### config.mk
export PLATFORM = sky130hd
export DESIGN_NAME = rgba_pack555
export DESIGN_NICKNAME = d
export VERILOG_FILES = /design/src/rtl/rgba_pkg.sv /design/src/rtl/rgba_enc555.sv /design/src/rtl/rgba_pack555.sv
export SDC_FILE = /design/constraint.sdc
export NUM_CORES = 1
export LEC_CHECK = 0
export CORE_MARGIN = 8
export CORE_UTILIZATION = 53
export DETAILED_ROUTE_END_ITERATION = 10
export PLACE_DENSITY = 0.81
export SETUP_SLACK_MARGIN = 0.1
export SYNTH_ARGS = -nofsm -noshare
export SYNTH_HDL_FRONTEND = slang
export SYNTH_SLANG_ARGS = --single-unit
### constraint.sdc
create_clock -name clock -period 2.5 [get_ports clock]
set_clock_uncertainty 0.2 [all_clocks]
set_input_delay 0.375 -clock clock [delete_from_list [all_inputs] [get_ports clock]]
set_output_delay 0.375 -clock clock [all_outputs]
set_load 0.01 [all_outputs]
### src/rtl/rgba_pkg.sv
// Shared definitions for the RGBA8888 -> RGB555/alpha packer: 16-bit field
// layout, opaque threshold, dither table and a saturating channel add.
package rgba_pkg;

  // 16-bit pixel layout. Bit 15 flags an alpha pixel. The three alpha bits
  // take the place of each channel's 5th bit.
  localparam int ALPHA_FLAG = 15;
  localparam int ALPHA_B2   = 10;
  localparam int ALPHA_B1   = 5;
  localparam int ALPHA_B0   = 0;
  localparam int R5_LSB     = 10;
  localparam int G5_LSB     = 5;
  localparam int B5_LSB     = 0;
  localparam int R4_LSB     = 11;
  localparam int G4_LSB     = 6;
  localparam int B4_LSB     = 1;

  // a3 value that marks a pixel as fully opaque
  localparam logic [2:0] OPAQUE_A3 = 3'd7;

  typedef enum logic {EMPTY, LO} pairState_e;

  typedef struct packed {
    logic [15:0] pix;
    logic        last;
  } s1Pix_t;

  // 2x2 ordered dither value indexed by {ybit, xbit}
  function automatic logic [1:0] ditherVal(input logic y, input logic x);
    case ({y, x})
      2'b00:   return 2'd0;
      2'b01:   return 2'd2;
      2'b10:   return 2'd3;
      default: return 2'd1;
    endcase
  endfunction

  // channel + offset, clamped at 255
  function automatic logic [7:0] satAdd(input logic [7:0] v, input logic [3:0] off);
    logic [8:0] s;
    s = {1'b0, v} + {5'b0, off};
    return s[8] ? 8'hFF : s[7:0];
  endfunction

endpackage

### src/rtl/rgba_enc555.sv
// Combinational RGBA8888 -> 16-bit RGB555/alpha encoder. 'dith' is the
// ordered-dither value (0 gives pure truncation); opaque/alpha selection
// always looks at the raw alpha.
module rgba_enc555
  import rgba_pkg::*;
(
  input  logic [31:0] pix,
  input  logic [1:0]  dith,
  output logic [15:0] enc
);

  logic [2:0] a3;
  logic [3:0] off5, off4;
  logic [7:0] r5, g5, b5, r4, g4, b4;
  logic       unusedBits;

  // dither offset scales with the number of bits truncated away
  always_comb begin
    a3   = pix[31:29];
    off5 = {1'b0, dith, 1'b0};
    off4 = {dith, 2'b00};
    r5   = satAdd(pix[23:16], off5);
    g5   = satAdd(pix[15:8],  off5);
    b5   = satAdd(pix[7:0],   off5);
    r4   = satAdd(pix[23:16], off4);
    g4   = satAdd(pix[15:8],  off4);
    b4   = satAdd(pix[7:0],   off4);
  end

  // field packing: 5:5:5 when opaque, 4:4:4 plus alpha bits otherwise
  always_comb begin
    enc = '0;
    if (a3 == OPAQUE_A3) begin
      enc[R5_LSB +: 5] = r5[7:3];
      enc[G5_LSB +: 5] = g5[7:3];
      enc[B5_LSB +: 5] = b5[7:3];
    end else begin
      enc[ALPHA_FLAG]  = 1'b1;
      enc[R4_LSB +: 4] = r4[7:4];
      enc[ALPHA_B2]    = a3[2];
      enc[G4_LSB +: 4] = g4[7:4];
      enc[ALPHA_B1]    = a3[1];
      enc[B4_LSB +: 4] = b4[7:4];
      enc[ALPHA_B0]    = a3[0];
    end
  end

  assign unusedBits = ^{pix[28:24], r5[2:0], g5[2:0], b5[2:0],
                        r4[3:0], g4[3:0], b4[3:0]};

endmodule

### src/rtl/rgba_pack555.sv
// Streaming RGBA8888 -> RGB555/alpha encoder that packs two pixels per
// 32-bit word. S1 registers the encoded pixel, S2 pairs pixels into the
// output register. Optional 2x2 ordered dither: RGBA_PACK555_DITHER_EN.
module rgba_pack555
  import rgba_pkg::*;
(
  input  logic        clock,
  input  logic        reset,
  input  logic        in_valid,
  output logic        in_ready,
  input  logic [31:0] in_pix,
  input  logic        in_last,
  output logic        out_valid,
  input  logic        out_ready,
  output logic [31:0] out_word,
  output logic [1:0]  out_mask,
  output logic        out_last
);

  logic        inAccept;
  logic [1:0]  dith;
  logic [15:0] encPix;
  logic        s1Valid;
  s1Pix_t      s1;
  pairState_e  state, stateNext;
  logic [15:0] loPix;
  logic        needEmit, s2Take, s2Emit;
  logic [31:0] emitWord;
  logic [1:0]  emitMask;

  assign inAccept = in_valid & in_ready;

`ifdef RGBA_PACK555_DITHER_EN
  logic xBit, yBit;

  // screen position parity: x restarts each line, y flips per line
  always_ff @(posedge clock or negedge reset)
    if (!reset) begin
      xBit <= 1'b0;
      yBit <= 1'b0;
    end else if (inAccept) begin
      xBit <= in_last ? 1'b0 : ~xBit;
      if (in_last) yBit <= ~yBit;
    end

  assign dith = ditherVal(yBit, xBit);
`else
  assign dith = 2'd0;
`endif

  rgba_enc555 uEnc (
    .pix  (in_pix),
    .dith (dith),
    .enc  (encPix)
  );

  // S2 must emit when it completes a pair or sees a line end; it can only
  // do so if the output register is free or drains this cycle
  assign needEmit = (state == LO) | s1.last;
  assign s2Take   = s1Valid & (~needEmit | ~out_valid | out_ready);
  assign s2Emit   = s2Take & needEmit;
  assign in_ready = ~s1Valid | s2Take;

  // S1: registered encoder output
  always_ff @(posedge clock or negedge reset)
    if (!reset) begin
      s1Valid <= 1'b0;
      s1      <= '0;
    end else if (inAccept) begin
      s1Valid <= 1'b1;
      s1      <= '{pix: encPix, last: in_last};
    end else if (s2Take) begin
      s1Valid <= 1'b0;
    end

  // pair state register
  always_ff @(posedge clock or negedge reset)
    if (!reset) state <= EMPTY;
    else        state <= stateNext;

  // pair next-state: hold a lone non-last pixel, release on its partner
  always_comb begin
    stateNext = state;
    if (s2Take) begin
      if (state == LO)   stateNext = EMPTY;
      else if (!s1.last) stateNext = LO;
    end
  end

  // word to emit for the current S2 step
  always_comb begin
    emitWord = {16'h0000, s1.pix};
    emitMask = 2'b01;
    if (state == LO) begin
      emitWord = {s1.pix, loPix};
      emitMask = 2'b11;
    end
  end

  // low-half holding register
  always_ff @(posedge clock or negedge reset)
    if (!reset)                                    loPix <= '0;
    else if (s2Take && state == EMPTY && !s1.last) loPix <= s1.pix;

  // output register: load on emission, otherwise clear valid once drained
  always_ff @(posedge clock or negedge reset)
    if (!reset) begin
      out_valid <= 1'b0;
      out_word  <= '0;
      out_mask  <= '0;
      out_last  <= 1'b0;
    end else if (s2Emit) begin
      out_valid <= 1'b1;
      out_word  <= emitWord;
      out_mask  <= emitMask;
      out_last  <= s1.last;
    end else if (out_valid && out_ready) begin
      out_valid <= 1'b0;
    end

endmodule

==> results_dict.tcl, run 1 <==
set metrics [dict create \
    run_status "finished clean" \
    yosysUniqueCellTypes 26 \
    grt_first_pass_wirelength_mm 10.1 \
    cp.arrival_ps 1710 \
    synth_nets 229 \
    die_area_mm2 0.00832 \
    initial_core_util_pct 54.8 \
    period_needed_ps 2290 \
    fp.dieW_um 91.2 \
    wl_per_cell_um 17.6 \
    max_slew_margin_pct 62.9 \
    via_per_inst 5.30 \
    drt_iter0_markers 83 \
    cts_buffers 9 \
    ir_drop_mv 0.526 \
    clkSinkCount 71 \
    vias 1776 \
    final_cells 335 \
    postRouteAntennaNets 0 \
    cts.path.max_buffers 2 \
    timing.fmax_mhz 437 \
    netlist.top_cell.by_area "dfrtp_1" \
    clock_latency_ps 330 \
    hpwlAfterDp_mm 4.01 \
    cp_num_buf_inv 3 \
    firstDrtPassIters 4 \
    setup_violations 0 \
    pwr_density_cell_mw_per_mm2 1200 \
    finalSetupTns_ps 0 \
    critPathMaxFanout 4 \
    io_buffers 59 \
    switching_share_pct 29.9 \
    grt_max_degree 45 \
    clkTransAtPathRegs_ps 70 \
    crit_path_start_kind "input pin" \
    grt_usage_pct 15.3 \
    drc 0 \
    fillCellCount 394 \
    maxCapViolCount 0 \
    comb_power_share_pct 41.8 \
    p_seq_share_pct 41.7 \
    worst_path_most_repeated_cell "clkdlybuf4s50_1" \
    io_pins 74 \
    crit_required_ps 1920 \
    clkPwrFrac_pct 16.5 \
    critical_path.cell_chain "clkdlybuf4s50_1, nand3b_4, nor2_1, inv_1, clkdlybuf4s50_1" \
    crit_family "buffers and inverters" \
    netlist_area_mm2 0.00300 \
    cts_tree "yes" \
    place_inst 319 \
    yosysSeqAreaShare_pct 59.2 \
    synthToLayoutAreaGrowth_pct 27.5 \
    nNetsFinal 296 \
    core_mm2 0.00547 \
    min_path_type "flip-flop to flip-flop" \
    netlist_instances 192 \
    intPower_w 0.00322 \
    final_util_pct 69.9 \
    cts_root_buf "clkbuf_8" \
    dieHeight_um 91.2 \
    netlist_top_cells_area "dfrtp_1, mux2_2, mux2_4, a22o_1, nand3b_4" \
    power.switching_w 0.00138 \
    leakage_nw 1.68 \
    drive_above_1_share_pct 32.7 \
    ctsHtreeMaxLevel 3 \
    gp_congestion 0.730 \
    antenna_found_initial 0 \
    antenna_cells 0 \
    ys_seq_elements 71 \
    maxSlewViolCount 0 \
    grt_pass1_vias 2048 \
    ctsResizeCount 0 \
    synth_top_area_share_pct 59.2 \
    critPathKind "input pin to primary output" \
    rsz0062_at_grt "no" \
    num_rows 27 \
    crit_path_top_delay_cell "clkdlybuf4s50_1" \
    hold_viol_final 0 \
    overflow 0 \
    slowest_delay_ps 500 \
    fin_crit_sh_pct 91.6 \
    cp-end-kind "primary output" \
    worstMarginPinSlew_ps 557 \
    routed_wl_mm 5.89 \
    ys_warn_count 0 \
    avgSynthCellArea_um2 15.6 \
]
==> area by class of cell <==
class / count / area [um2] / area share, %
repair buffers: 66 / 668 / 17.5
clock inverters: 1 / 5.00 / 0.131
inverters: 4 / 15.0 / 0.393
clock buffers: 14 / 153 / 3.99
well taps: 72 / 90.1 / 2.36
flip-flops and latches: 71 / 1780 / 46.5
multi-input cells: 107 / 1120 / 29.2
==> worst register-to-register path: stages (launching register included) <==
cell and delay [ps]:
dfrtp_1 410, buf_4 240, inv_1 100, and3_1 170, buf_4 240, mux2_2 360
==> per-layer routing <==
layer,wire [um],up-vias,global-route usage [%]
met5,0,-,0
met4,140,0,8.87
met3,223,13,4.28
met2,2870,38,24.0
met1,2660,903,18.4
li1,-,822,-
==> worst paths after layout <==
kind | slack [ps] | endpoint | cells after the start | start
setup / recovery | 210 | in_ready | 5 | out_ready
max in group asynchronous | 1170 | loPix[14] | 3 | reset
min in group asynchronous | 380 | out_word[19] | 2 | reset
hold reg to reg | 260 | out_mask[0] | 1 | out_mask[0]
hold / removal | 260 | out_mask[0] | 1 | out_mask[0]
setup reg to reg | 680 | loPix[9] | 5 | state
==> power groups by stage <==
stage,Sequential [W],Clock [W],Combinational (W)
after floorplan,0.00201,0,0.00103
after global placement,0.00191,0,0.00190
after detailed placement,0.00194,0,0.00195
after CTS,0.00192,0.000775,0.00196
after global routing,0.00198,0.000833,0.00206
final,0.00192,0.000759,0.00192
==> state kept, by name, summed over array words and instances (netlist names) <==
| signal | flops |
|---|---|
| s1Valid | 1 |
| state | 1 |
| s1 | 17 |
| out_valid | 1 |
| out_mask | 2 |
| out_word | 32 |
| out_last | 1 |
| loPix | 16 |
==> cell usage after synthesis <==
library cell	instances
nand2b_1	2
o21ai_4	1
o21ai_0	1
o21bai_1	1
and3_2	1
nand3_1	2
buf_12	1
nor2_1	3
inv_2	1
mux2_2	42
nand3b_4	2
a21oi_1	2
nor2_4	1
dfrtp_1	71
a22o_1	16
and3_1	1
a21o_1	1
buf_6	3
inv_1	3
o2bb2ai_1	3
mux2_4	19
o211ai_1	3
or2_2	1
buf_2	3
nand2_1	5
buf_4	3
==> cell usage in the layout (no fill, tap or decap) <==
| master | synthesis | final |
|---|---|---|
| a21o_1 | 1 | 1 |
| dfrtp_1 | 71 | 71 |
| dlygate4sd3_1 | 0 | 1 |
| o21bai_1 | 1 | 1 |
| or2_2 | 1 | 1 |
| o2bb2ai_1 | 3 | 3 |
| o21ai_0 | 1 | 1 |
| nand3_1 | 2 | 2 |
| clkbuf_1 | 0 | 4 |
| nand2b_1 | 2 | 2 |
| buf_12 | 1 | 2 |
| o21ai_4 | 1 | 1 |
| nor2_1 | 3 | 3 |
| inv_2 | 1 | 1 |
| clkinv_2 | 0 | 1 |
| clkdlybuf4s50_1 | 0 | 58 |
| nand3b_4 | 2 | 2 |
| nand2_1 | 5 | 5 |
| mux2_4 | 19 | 19 |
| mux2_2 | 42 | 42 |
| o211ai_1 | 3 | 3 |
| a21oi_1 | 2 | 2 |
| clkbuf_8 | 0 | 10 |
| inv_1 | 3 | 3 |
| nor2_4 | 1 | 1 |
| a22o_1 | 16 | 16 |
| and3_2 | 1 | 1 |
| buf_4 | 3 | 5 |
| and3_1 | 1 | 1 |
==> cells by family (layout without fill, tap and decap cells) <==
group | Yosys count | after routing | synth area share, %
AOI/OAI and AO/OA | 28 | 28 | 7.84
buffers and inverters | 14 | 85 | 3.54
muxes | 61 | 61 | 25.3
and+or+nand+nor | 18 | 18 | 4.13
DFF | 71 | 71 | 59.2
==> stage by stage <==
stage	cell area, um2	setup WS [ps]	power, W	hold slack [ps]
floorplan	3000	870	0.00304	-121
global placement	3660	218	0.00382	209
detailed placement	3660	222	0.00389	204
CTS	3820	201	0.00466	272
global route	3820	147	0.00487	310
finish	3820	211	0.00460	264
==> repair_timing <==
item | 4_1_cts | 5_1_grt
hold buffers | 1 | 0
hold endpoints to repair | 43 | 0
setup buffers | 0 | 0
Power figures use the tool's default switching activity.
==> run 2, diff against run 1 <==
CORE_UTILIZATION = 55   (was 53)
PLACE_DENSITY = 0.82   (was 0.81)
SYNTH_HIERARCHICAL = 1   (was unset)
==> results_dict.tcl, run 2 <==
set metrics [dict create \
    netlist_top_cells_area "dfrtp_1, mux2_2, mux2_4, a22o_1, a31oi_1" \
    ys_warn_count 6 \
    reg_top3 "out_word x32, s1 x17, loPix x16" \
    pwr_density_cell_mw_per_mm2 1120 \
    cts_root_buf "clkbuf_8" \
    synth_top_area_share_pct 52.1 \
    largest_reg_flops 32 \
    layout_commonest_cell "dfrtp_1" \
    cts_tree "yes" \
    top_register "out_word" \
    clkTransAtPathRegs_ps 70 \
    routed_wl_mm 7.26 \
    cp.arrival_ps 1770 \
    fp.dieW_um 94.7 \
    leakage_nw 1.90 \
    nNetsFinal 376 \
    maxCapViolCount 0 \
    via_per_inst 5.62 \
    dieHeight_um 94.7 \
    ys_seq_elements 71 \
    antenna_cells 0 \
    drc 0 \
    max_slew_margin_pct 64.4 \
    ir_drop_mv 0.766 \
    initial_core_util_pct 57.2 \
    crit_path_start_kind "input pin" \
    ctsHtreeMaxLevel 3 \
    gp_congestion 0.797 \
    crit_required_ps 1920 \
    core_mm2 0.00596 \
    io_buffers 65 \
    worst_slack_ps 152 \
    netlist.top_cell.by_area "dfrtp_1" \
    grt_pass1_vias 2426 \
    num_rows 28 \
    cts.path.max_buffers 2 \
    io_pins 74 \
    worstMarginPinSlew_ps 534 \
    drive_above_1_share_pct 29.3 \
    yosysMostFrequentCell "dfrtp_1" \
    synth-edff-count 0 \
    die_area_mm2 0.00897 \
    netlist_instances 250 \
    period_needed_ps 2350 \
    maxSlewViolCount 0 \
    cp-end-kind "primary output" \
    critPathMaxFanout 3 \
    grt_usage_pct 17.3 \
    critPathKind "input pin to primary output" \
    clock_latency_ps 340 \
    finalSetupTns_ps 0 \
    yosysSeqAreaShare_pct 52.1 \
    synthTopCellsByCount "dfrtp_1, mux2_2, a22o_1" \
    setup_violations 0 \
    firstDrtPassIters 4 \
    rsz0062_at_grt "no" \
    grt_max_degree 35 \
    avgSynthCellArea_um2 13.6 \
    final_cell_mix "dfrtp_1, clkdlybuf4s50_1, mux2_2" \
    postCtsSetupRepairBufs 0 \
    postRouteAntennaNets 0 \
    yosysUniqueCellTypes 39 \
    final_cells 413 \
    grt_first_pass_wirelength_mm 12.1 \
    netlist_area_mm2 0.00341 \
    min_path_type "flip-flop to flip-flop" \
    wl_per_cell_um 17.6 \
    hold_viol_final 0 \
    antenna_found_initial 0 \
    drt_iter0_markers 74 \
    dp_slack_ps 164 \
    place_inst 396 \
    vias 2321 \
    fin_crit_sh_pct 93.9 \
    clkSinkCount 71 \
    cts_buffers 9 \
    synthToLayoutAreaGrowth_pct 29.4 \
    timing.fmax_mhz 426 \
    hpwlAfterDp_mm 5.02 \
    ff2ff_setup_slack_ps 600 \
    run_status "finished clean" \
    overflow 0 \
    ys.flop_type "dfrtp_1" \
    async_reset_ff_share_pct 100 \
    hold_ws_ps 279 \
]
run 2: power breakdown:
part	internal (W)	total, W	switching (W)	leakage [nW]
Clock	0.000672	0.00108	0.000405	0.123
Sequential	0.00162	0.00193	0.000305	0.833
Combinational	0.00118	0.00193	0.000747	0.941
run 2: cells by family (layout without fill, tap and decap cells):
logic type / after synthesis / after routing / share of synthesized area, %
AO/OA/AOI/OAI: 55 / 55 / 12.5
AND/OR/NAND/NOR: 34 / 34 / 6.61
multiplexers: 67 / 67 / 23.1
adder cells (fa/ha/maj): 6 / 6 / 2.20
other: 1 / 12 / 0.110
flip-flops: 71 / 71 / 52.1
buffers and inverters: 16 / 93 / 3.34
run 2: layout make-up:
cell class	count	area, um2
inverter	4	15.0
tap	75	93.8
clock buffer	14	183
clock inverter	2	60.1
multi-input combinational	174	1560
timing repair buffer	73	721
sequential	71	1780
fill	411	1550
run 2: what timing repair did:
item	in CTS	in global routing
setup endpoints to repair	0	1
resized for setup	0	1
hold buffers	1	0
hold endpoints to repair	23	0
run 2: through the flow:
step                      util [%]  cell area (um2)  total power, W
final                         74.1             4410         0.00494
after floorplan                  -             3450         0.00303
after global routing          74.1             4410         0.00522
after CTS                     74.0             4410         0.00498
after global placement        69.8             4160         0.00379
after detailed placement      69.8             4160         0.00388
run 2: final timing paths:
kind                             startpoint     endpoint  cells past startpoint
worst max-delay path              out_ready     in_ready                      4
worst min-delay path            out_mask[0]  out_mask[0]                      1
worst max register to register        s1[0]  out_word[6]                      3
worst min register to register  out_mask[0]  out_mask[0]                      1
max in group asynchronous             reset  out_word[5]                      3
min in group asynchronous             reset       s1[12]                      2
run 2: metal layers:
layer | vias to the layer above | GRT usage (%) | part of all wire [%]
met5 | - | 0 | 0
met3 | 11 | 3.73 | 3.9
li1 | 1104 | - | -
met2 | 52 | 27.8 | 49
met4 | 0 | 7.41 | 1.7
met1 | 1154 | 22.2 | 45
run 2: worst max-delay path, stage by stage:
cell             delay (ps)
clkdlybuf4s50_1         500
and3b_2                 220
o21ai_0                 100
clkdlybuf4s50_1         580
==> run 3, diff against run 2 <==
CORE_UTILIZATION = 57   (was 55)
CTS_BUF_LIST = sky130_fd_sc_hd__clkbuf_4 sky130_fd_sc_hd__clkbuf_8   (was unset)
PLACE_DENSITY = 0.84   (was 0.82)
==> results_dict.tcl, run 3 (synthesis results as in run 2) <==
set metrics [dict create \
    worst_slack_ps 475 \
    die_area_mm2 0.00871 \
    power.switching_w 0.00142 \
    place_area_mm2 0.00416 \
    intPower_w 0.00325 \
    cts_tree "yes" \
    hpwlAfterDp_mm 4.88 \
    reg2reg_depth 4 \
    clkPwrFrac_pct 17.6 \
    critical_path.cell_chain "buf_4, nor2_1, nand3b_4, mux2_2" \
    critPathMaxFanout 34 \
    path_depth 4 \
    via_per_inst 5.64 \
    leakage_nw 1.87 \
    grt_first_pass_wirelength_mm 11.6 \
    total_power_w 0.00468 \
    rsz0062_at_grt "no" \
    fp.dieW_um 93.3 \
    clkSinkCount 71 \
    antenna_cells 0 \
    cts_buffers 9 \
    top_register "out_word" \
    crit_path_start_kind "flip-flop" \
    vias 2324 \
    final_util_pct 74.5 \
    hold_viol_final 0 \
    cp.arrival_ps 2040 \
    ir_drop_mv 0.534 \
    io_buffers 65 \
    cp-end-kind "flip-flop" \
    routed_wl_mm 6.90 \
    ctsHtreeMaxLevel 3 \
    dieHeight_um 93.3 \
    cts_root_buf "clkbuf_8" \
    timing.fmax_mhz 494 \
    crit_family "simple AND/OR/NAND/NOR gates" \
    crit_path_top_delay_cell "nand3b_4" \
    layout_commonest_cell "dfrtp_1" \
    synthToLayoutAreaGrowth_pct 27.9 \
    period_needed_ps 2030 \
    seqCellArea_mm2 0.00178 \
    p_seq_share_pct 40.9 \
    wl_per_cell_um 16.8 \
    cts.path.max_buffers 2 \
    drc 0 \
    switching_share_pct 30.5 \
    drive_above_1_share_pct 29.4 \
    comb_power_share_pct 41.5 \
    gp_congestion 0.830 \
    min_path_type "flip-flop to flip-flop" \
    final_cell_mix "dfrtp_1, clkdlybuf4s50_1, mux2_2" \
    cp_num_buf_inv 1 \
    fillCellCount 378 \
    fin_area_mm2 0.00436 \
    initial_core_util_pct 58.3 \
    worst_hold_path.num_cells 1 \
    critPathKind "flip-flop to flip-flop" \
    postRouteAntennaNets 0 \
    finalSetupTns_ps 0 \
    clock_latency_ps 330 \
    setup_violations 0 \
    slowest_delay_ps 470 \
    postCtsSetupRepairBufs 0 \
    run_status "finished clean" \
    nNetsFinal 375 \
    antenna_found_initial 0 \
    dp_slack_ps 167 \
    reg_top3 "out_word x32, s1 x17, loPix x16" \
    pwr_density_cell_mw_per_mm2 1070 \
    fin_crit_sh_pct 81.0 \
    largest_reg_flops 32 \
    firstDrtPassIters 4 \
    grt_usage_pct 16.7 \
    multi_input_area_mm2 0.00156 \
    drt_iter0_markers 119 \
    grt_pass1_vias 2388 \
    crit_required_ps 2510 \
    maxSlewViolCount 0 \
    core_mm2 0.00585 \
    clkTransAtPathRegs_ps 70 \
    overflow 0 \
    maxCapViolCount 0 \
    num_rows 28 \
    grt_max_degree 72 \
    io_pins 74 \
]
==> run 3: final cells by class <==
class | count | area share, %
multi-input cells | 174 | 35.8
repair buffers | 72 | 16.7
well taps | 75 | 2.15
flip-flops and latches | 71 | 40.8
clock buffers | 13 | 3.82
inverters | 4 | 0.344
clock inverters | 3 | 0.402
==> run 3: what timing repair did <==
action                                 in CTS  in global routing
resized for setup                           0                  2
endpoints found under the hold margin      71                  0
setup endpoints to repair                   0                  1
hold buffers                                1                  0
==> run 3: path summary, 6_finish.rpt <==
path                                endpoint   startpoint  slack [ps]
max in group asynchronous       out_word[23]        reset        1410
worst max register to register   out_word[8]        state         470
worst min register to register   out_mask[0]  out_mask[0]         270
worst min-delay path             out_mask[0]  out_mask[0]         270
worst max-delay path             out_word[8]        state         470
min in group asynchronous             s1[14]        reset         400
==> run 3: routing by layer <==
layer | global-route usage, % | part of all wire [%]
met1 | 20.7 | 45
met2 | 27.3 | 49
met3 | 3.61 | 4.6
met4 | 7.25 | 1.7
met5 | 0 | 0
==> run 3: stage by stage <==
step	hold WS, ps	instances
detailed placement	229	395
floorplan	-121	261
finish	273	412
global placement	224	395
CTS	281	412
global route	308	412
==> run 3: power by group through the flow <==
stage	combinational (W)	clock (W)	sequential [W]
6_report	0.00194	0.000822	0.00191
5_1_grt	0.00208	0.000892	0.00197
4_1_cts	0.00197	0.000843	0.00191
3_5_place_dp	0.00196	0	0.00193
3_3_place_gp	0.00190	0	0.00191
2_1_floorplan	0.00103	0	0.00200
==> RTL edit: new RTL, config.mk and constraints of run 3 <==
`R4_LSB`: 11 -> 12.
--- a/src/rtl/rgba_pkg.sv
+++ b/src/rtl/rgba_pkg.sv
@@ -11,7 +11,7 @@
   localparam int R5_LSB     = 10;
   localparam int G5_LSB     = 5;
   localparam int B5_LSB     = 0;
-  localparam int R4_LSB     = 11;
+  localparam int R4_LSB     = 12;
   localparam int G4_LSB     = 6;
   localparam int B4_LSB     = 1;
 
Check against the original RTL: not equivalent (Yosys sat finds a counterexample within 4 cycles, from zero or initial values and one cycle with reset low).
==> RTL edit against run 3 <==
Total power is 2.7% higher. Final cell count is 3.6% higher. Setup slack better by 0.062 ns. Count of clock-buffer cells in the layout stayed put. Routed wire length is 12% higher. Hold slack better by 0.0030 ns. Sequential cell count stayed put. Cell area is 2.9% higher. Area after synthesis is 3.7% higher. Largest cell class unchanged.
==> RTL edit: results (changes against run 3) <==
Worst Max-Slew Pin Slew=0.5436 ns; Post-CTS Setup Bufs=0 (unchanged); yosys warns=6 (unchanged); Peak VDD IR=644.3 uV (+21%); largest net degree at the start of global routing=49 (-32%); Synth top cells by count=71 x dfrtp_1, 54 x mux2_2, 16 x a22o_1; Clock Root Buffer=clkbuf_8; HP Class=reg2reg; initial antenna violation count=0 (unchanged); Critical R2R Capture=out_word[5]$_DFFE_PN0P_; worst hold start=out_mask[0]$_DFFE_PN0P_; Pint=3.331 mW (+2.4%); Leak=1.961 nW (+4.7%); Top delay family on crit path=buffers and inverters; global-route wire length before repair=12,910 um (+11%); outcome=finished, final reports clean; nets=390 (+4.0%); gr usage total=0.1831 (+0.01643); fin crit share=0.7854 (-0.02471); Vias=2,455 (+5.6%); Post-synth ARST share=1.000 (unchanged); worst setup path endpoint=in_ready; worst-path fanout max=3 (-91%); pre-CTS setup slack=0.1547 ns (-0.01246 ns); final WL=7748 um (+12%); clock latency on the worst-skew pair=0.33 ns (about the same); proportion of layout cells with a drive suffix above 1=0.2784 (-0.01536); FF-to-FF path depth=3 (-1); Arr. time, crit path=1.39 ns (-0.65 ns); 1st-iter DRT viols=155 (+30%); clk slew on worst S/H paths=0.07 ns (about the same); Synth area leaders=dfrtp_1 50%, mux2_2 17%, mux2_4 4.2%; Cell variety after synth=47 (+21%); post-synthesis mux area share=0.2286 (-0.002601); gp weighted congestion=0.8593 (+3.6%); Worst setup startpoint=out_ready; Resized cells post-CTS=0 (unchanged); Synth Area in Adders=0.02123 (-0.0007869); worst r2r src=s1[0]$_DFFE_PN0P_; slowest cell on the critical path=clkdlybuf4s50_1; seq pwr=1.92 mW; HPWL Detailed=5410 um (+11%); highest cell delay on the worst timing path=0.49 ns (+0.02 ns); number of global-route vias before repair=2,579 (+8.0%); Seq/Total Area, Yosys=0.5025 (-0.01862); complex-gate fraction of the synthesized area=0.1277 (+0.002605); slack of the worst reg-to-reg path=0.58 ns (+0.11 ns)
RTL edit: per-stage QoR:
stage	total power, mW	cells	util	cell area, um^2	hold WS [ns]
after floorplan	3.014	278	-	3577	-0.1206
after global placement	3.763	410	0.7153	4260	0.1772
after detailed placement	3.856	410	0.7153	4260	0.1917
after CTS	4.833	427	0.7527	4483	0.2765
after global routing	5.050	427	0.7534	4487	0.3030
final	4.801	427	0.7534	4487	0.2756
RTL edit: layer usage:
metal | global-route usage | part of all wire
met1 | 0.2232 | 0.43
met2 | 0.3059 | 0.50
met3 | 0.04048 | 0.052
met4 | 0.07802 | 0.016
met5 | 0 | 0
RTL edit: final cells by class:
cell class / count / area (um^2)
Inverter: 4 / 15.01
Fill cell: 376 / 1469
Tap cell: 75 / 93.84
Clock buffer: 13 / 172.7
Multi-Input combinational cell: 190 / 1667
Sequential cell: 71 / 1778
Clock inverter: 3 / 40.04
Timing Repair Buffer: 71 / 720.7
